$ cat src/rtl/async_fifo_pkg.sv
// Gray/binary pointer conversions shared by the read- and write-side pointer blocks.
// Operands of any width up to PTR_W_MAX are zero-extended in; cast the result back to pointer width.
package async_fifo_pkg;

  localparam int unsigned PTR_W_MAX = 32;

  typedef logic [PTR_W_MAX-1:0] ptr_word_t;

  function automatic ptr_word_t bin2gray(input ptr_word_t b);
    return b ^ (b >> 1);
  endfunction

  function automatic ptr_word_t gray2bin(input ptr_word_t g);
    ptr_word_t b;
    b = '0;
    b[PTR_W_MAX-1] = g[PTR_W_MAX-1];
    for (int i = PTR_W_MAX - 2; i >= 0; i--) begin
      b[i] = b[i+1] ^ g[i];
    end
    return b;
  endfunction

endpackage

$ cat src/rtl/rptr_empty_ctrl_fwft_obuf.sv
// Two-entry head/skid output buffer hiding the 1-cycle memory read latency in FWFT mode.
// Tracks buffered words (cnt) and a fetch issued last cycle (inflight); data lands the cycle after the fetch.
module fwft_obuf #(
  parameter int DSIZE = 8
) (
  input  logic             rclk,
  input  logic             rrst_n,
  input  logic             i_pop,
  input  logic             i_fetch,
  input  logic [DSIZE-1:0] i_rdata,
  output logic [1:0]       o_cnt,
  output logic [1:0]       o_cnt_next,
  output logic             o_inflight,
  output logic [DSIZE-1:0] o_head
);

  logic [1:0]       r_cnt;
  logic             r_inflight;
  logic [DSIZE-1:0] r_head;
  logic [DSIZE-1:0] r_skid;
  logic [1:0]       w_cnt_after_pop;

  assign w_cnt_after_pop = r_cnt - {1'b0, i_pop};
  assign o_cnt_next      = w_cnt_after_pop + {1'b0, r_inflight};

  always_ff @(posedge rclk or negedge rrst_n) begin
    if (!rrst_n) begin
      r_cnt      <= 2'd0;
      r_inflight <= 1'b0;
      r_head     <= '0;
      r_skid     <= '0;
    end else begin
      r_inflight <= i_fetch;
      r_cnt      <= o_cnt_next;
      if (i_pop) begin
        r_head <= r_skid;
      end
      // An arriving word goes straight to head only if nothing is left in front of it.
      if (r_inflight) begin
        if (w_cnt_after_pop == 2'd0) begin
          r_head <= i_rdata;
        end else begin
          r_skid <= i_rdata;
        end
      end
    end
  end

  assign o_cnt      = r_cnt;
  assign o_inflight = r_inflight;
  assign o_head     = r_head;

endmodule

$ cat src/rtl/rptr_empty_ctrl.sv
// Read-side pointer, empty flag and registered fill level for the async FIFO.
// FWFT=1 adds a head/skid buffer so data is presented before the pop at full rate.
module rptr_empty_ctrl
  import async_fifo_pkg::*;
#(
  parameter int ADDRSIZE = 4,
  parameter int DSIZE    = 8,
  parameter int FWFT     = 0
) (
  input  logic                rclk,
  input  logic                rrst_n,
  input  logic                rinc,
  input  logic [ADDRSIZE:0]   rq2_wptr,
  input  logic [ADDRSIZE:0]   aempty_th,
  input  logic [DSIZE-1:0]    rmem_rdata,
  output logic                rmem_ren,
  output logic [ADDRSIZE-1:0] raddr,
  output logic [ADDRSIZE:0]   rptr,
  output logic [DSIZE-1:0]    rdata,
  output logic                rempty,
  output logic                arempty,
  output logic [ADDRSIZE:0]   rlevel
);

  localparam int PW = ADDRSIZE + 1;

  logic [PW-1:0] r_rbin;
  logic [PW-1:0] r_rptr;
  logic [PW-1:0] r_rlevel;
  logic          r_empty_int;
  logic          r_arempty;

  logic [PW-1:0] w_wbin;
  logic [PW-1:0] w_rbinnext;
  logic [PW-1:0] w_rgraynext;
  logic [PW-1:0] w_level_next;
  logic          w_fetch_ok;
  logic          w_fetch;

  assign w_wbin      = PW'(gray2bin(ptr_word_t'(rq2_wptr)));
  assign w_fetch     = ~r_empty_int & w_fetch_ok;
  assign w_rbinnext  = r_rbin + PW'(w_fetch);
  assign w_rgraynext = PW'(bin2gray(ptr_word_t'(w_rbinnext)));

  // Level is wbin minus what the consumer has taken; modular subtraction absorbs pointer wrap.
  always_ff @(posedge rclk or negedge rrst_n) begin
    if (!rrst_n) begin
      r_rbin      <= '0;
      r_rptr      <= '0;
      r_empty_int <= 1'b1;
      r_rlevel    <= '0;
      r_arempty   <= 1'b1;
    end else begin
      r_rbin      <= w_rbinnext;
      r_rptr      <= w_rgraynext;
      r_empty_int <= (w_rgraynext == rq2_wptr);
      r_rlevel    <= w_level_next;
      r_arempty   <= (w_level_next <= aempty_th);
    end
  end

  assign rmem_ren = w_fetch;
  assign raddr    = r_rbin[ADDRSIZE-1:0];
  assign rptr     = r_rptr;
  assign rlevel   = r_rlevel;
  assign arempty  = r_arempty;

  generate
    if (FWFT != 0) begin : g_fwft
      logic [1:0] w_cnt;
      logic [1:0] w_cnt_next;
      logic       w_inflight;
      logic       w_pop;
      logic [2:0] w_occ;

      assign w_pop      = rinc & (w_cnt != 2'd0);
      assign w_occ      = {1'b0, w_cnt} + {2'b00, w_inflight} - {2'b00, w_pop};
      assign w_fetch_ok = (w_occ < 3'd2);

      fwft_obuf #(.DSIZE(DSIZE)) u_obuf (
        .rclk       (rclk),
        .rrst_n     (rrst_n),
        .i_pop      (w_pop),
        .i_fetch    (w_fetch),
        .i_rdata    (rmem_rdata),
        .o_cnt      (w_cnt),
        .o_cnt_next (w_cnt_next),
        .o_inflight (w_inflight),
        .o_head     (rdata)
      );

      assign rempty       = (w_cnt == 2'd0);
      assign w_level_next = (w_wbin - w_rbinnext) + PW'(w_cnt_next) + PW'(w_fetch);
    end else begin : g_std
      assign w_fetch_ok   = rinc;
      assign rempty       = r_empty_int;
      assign rdata        = rmem_rdata;
      assign w_level_next = w_wbin - w_rbinnext;
    end
  endgenerate

endmodule
$ cat config.mk
export PLATFORM = sky130hd
export DESIGN_NAME = rptr_empty_ctrl
export DESIGN_NICKNAME = d
export VERILOG_FILES = /design/src/rtl/async_fifo_pkg.sv /design/src/rtl/rptr_empty_ctrl_fwft_obuf.sv /design/src/rtl/rptr_empty_ctrl.sv
export SDC_FILE = /design/constraint.sdc
export NUM_CORES = 1
export LEC_CHECK = 0
export BUFFER_PORTS_ARGS = -buffer_cell sky130_fd_sc_hd__buf_2
export CAP_MARGIN = 20
export CORE_ASPECT_RATIO = 1.75
export CORE_UTILIZATION = 30
export CTS_CLUSTER_DIAMETER = 50
export DETAILED_ROUTE_END_ITERATION = 16
export GPL_TIMING_DRIVEN = 0
export PLACE_DENSITY = 0.65
export REMOVE_ABC_BUFFERS = 1
export SKIP_LAST_GASP = 1
export SYNTH_ARGS = -nofsm -noshare
export SYNTH_HDL_FRONTEND = slang
export SYNTH_SLANG_ARGS = --single-unit
$ cat constraint.sdc
create_clock -name rclk -period 2.6 [get_ports rclk]
set_input_delay 0.13 -clock rclk [delete_from_list [all_inputs] [get_ports rclk]]
set_output_delay 0.13 -clock rclk [all_outputs]
set_load 0.02 [all_outputs]
==> flow_summary.ini <==
[logic_synthesis]
ys_ff_latch = 16
netlist_area_um2 = 1090
synth_top_cell_area_share = 0.321
synth_cell_types = 28
yosys-top-cells-count = dfrtp_1, inv_1, xnor2_1, ha_1, buf_4
ys_seq_area_frac = 0.370
synthFlopType = dfrtp_1
synth_edf_count = 0
yosys.area.top_type = dfrtp_1
yosysWarnings = 0
async_flop_share = 1.00
postSynthCellCount = 103
synth.area.top_cells = dfrtp_1, ha_1, xnor2_1
synth_area_per_cell_um2 = 10.6

[route]
final_antenna_net_count = 0
vias_per_cell = 4.35
wire_per_inst_um = 13.0
drt_iter0_drc = 0
drc = 0
route.vias.total = 774
dr.pass1.iters = 1
wirelength_um = 2310

[sta]
maxSlewViolCount = 0
finalHoldViolations = 0
tns_ns = 0
min_period_ns = 2.57
worstMarginPinSlew_ns = 0.431
post-route-period-util = 0.990
fin_hold_ws_ns = 0.260
max_freq_ghz = 0.388
setup_violations = 0
grt_setup_unrepaired = yes
finClkSkew_ns = 0.00540
relSlewSlack = 0.713
worst_slack_ns = 0.0259

[floorplan]
core_area_um2 = 3430
rows = 28
die_y_um = 81.7
dieWidth_um = 47.6
initial_core_util = 0.317
ios = 46
dieArea_um2 = 3890

[critical_path]
critPathCaptureType = register
cp.arrival_ns = 2.75
cp_data_required_time_ns = 2.78
slowest_stage = dfstp_2
worst_setup_path_start_kind = register
cp_cell_sequence = nor2b_4, ha_4, nand2_1, xor2_4, ha_2, a21o_1, a21oi_1, xnor2_1, ha_1, o21a_1, o22ai_2
worstPathMaxFanout = 8
max_stage_delay_ns = 0.55
path_class = reg -> reg

[placed_design]
placed_cells = 166
portBuffers = 29
dp_slack_ns = -0.486
gp_congestion = 0.715
placed_cell_area_um2 = 1210
dp_hpwl_um = 1720

[global_routing]
grt_overflow = 0
grt_use_total = 0.128
antenna_found_initial = 0
grt_pass1_vias = 835
grt_pass1_wl_um = 3520
grt_max_degree = 17

[clocking]
cts_buffers = 3
cts_max_level = 1
clk_pin_slew_ns = 0.07
cts_root_buf = clkbuf_8
cts_max_path_buffers = 2
clk_latency_ns = 0.25
cts_tree = yes
cts_sinks = 16

[worst_hold_path]
min_path_type = in -> out

[cells_and_area]
syn_to_final_growth_pct = 35.1
fin_nets = 167
finalNonFillerCells = 178
final_cell_area_um2 = 1470
finish.utilization = 0.429
drive_gt1_frac = 0.466
num_antenna_cells = 0

[power]
ir_drop_mv = 0.888
p_leak_nw = 0.697
total_power_mw = 2.55
power_density_nw_per_um2 = 1730

[job]
maxCapViolations = 0

[outcome]
status = complete, no violations
worst max-delay path: cells and delay by family (launching register included):
family                     cells  cell delay, ns
AOI/OAI and AO/OA              4            0.56
DFF                            1            0.55
and+or+nand+nor                2            0.22
adders and majority gates      3            0.81
xor gates and xnor gates       2            0.38
repair_timing:
item                                   CTS  global route
setup buffers                            5             2
hold buffers                             1             0
endpoints found under the hold margin   14             0
gates resized for setup                 15             7
setup endpoints to repair                1             1
pin swaps                                5             4
power breakdown:
| part | switching, mW | internal, mW |
|---|---|---|
| logic | 0.907 | 0.891 |
| registers | 0.126 | 0.404 |
| clock network | 0.0843 | 0.134 |
| total | 1.12 | 1.43 |
registers in the layout (all words and copies together), names as in the netlist:
register / flops
rptr: 4
arempty: 1
r_rbin: 5
rlevel: 5
rempty: 1
final timing paths:
path / slack, ns / endpoint / start / cells past startpoint
setup / recovery: 0.03 / arempty / rempty / 11
hold reg to reg: 0.56 / rptr[3] / r_rbin[4] / 1
min in group asynchronous: 0.33 / rlevel[1] / rrst_n / 2
setup reg to reg: 0.03 / arempty / rempty / 11
hold / removal: 0.26 / rdata[0] / rmem_rdata[0] / 0
max in group asynchronous: 1.96 / rempty / rrst_n / 2
logic make-up after synthesis:
kind of cell / after synthesis / synth area share
buffers and inverters: 25 / 0.119
xor gates and xnor gates: 23 / 0.202
DFF: 16 / 0.370
and+or+nand+nor: 15 / 0.0942
AOI/OAI and AO/OA: 12 / 0.0700
adders and majority gates: 12 / 0.145
placed cells by master, fill, tap and decap left out, drive strengths merged, types with 2 or more instances in the layout:
| cell | Yosys | final |
|---|---|---|
| inv | 14 | 14 |
| dfrtp | 14 | 14 |
| a21o | 2 | 2 |
| nand3 | 2 | 2 |
| xor2 | 9 | 9 |
| clkbuf | 1 | 4 |
| nand2 | 2 | 2 |
| o21a | 3 | 3 |
| a21oi | 4 | 4 |
| buf | 10 | 36 |
| dfstp | 2 | 2 |
| nor2b | 3 | 3 |
| ha | 11 | 11 |
| xnor2 | 14 | 14 |
per-layer routing:
metal | vias up | share of wire | GRT usage
met5 | - | 0 | 0
met4 | 0 | 0.0082 | 0.0417
met3 | 2 | 0.055 | 0.0374
met2 | 31 | 0.58 | 0.238
met1 | 366 | 0.35 | 0.126
li1 | 375 | - | -
cell type report:
| cell class | count | area [µm²] |
|---|---|---|
| flip-flops and latches | 16 | 403 |
| multi-input cells | 62 | 698 |
| clock buffers | 4 | 55.1 |
| repair buffers | 37 | 208 |
| inverters | 14 | 52.6 |
| well taps | 45 | 56.3 |
| fillers | 369 | 1960 |
No activity file was read; power rests on OpenSTA's default activity.
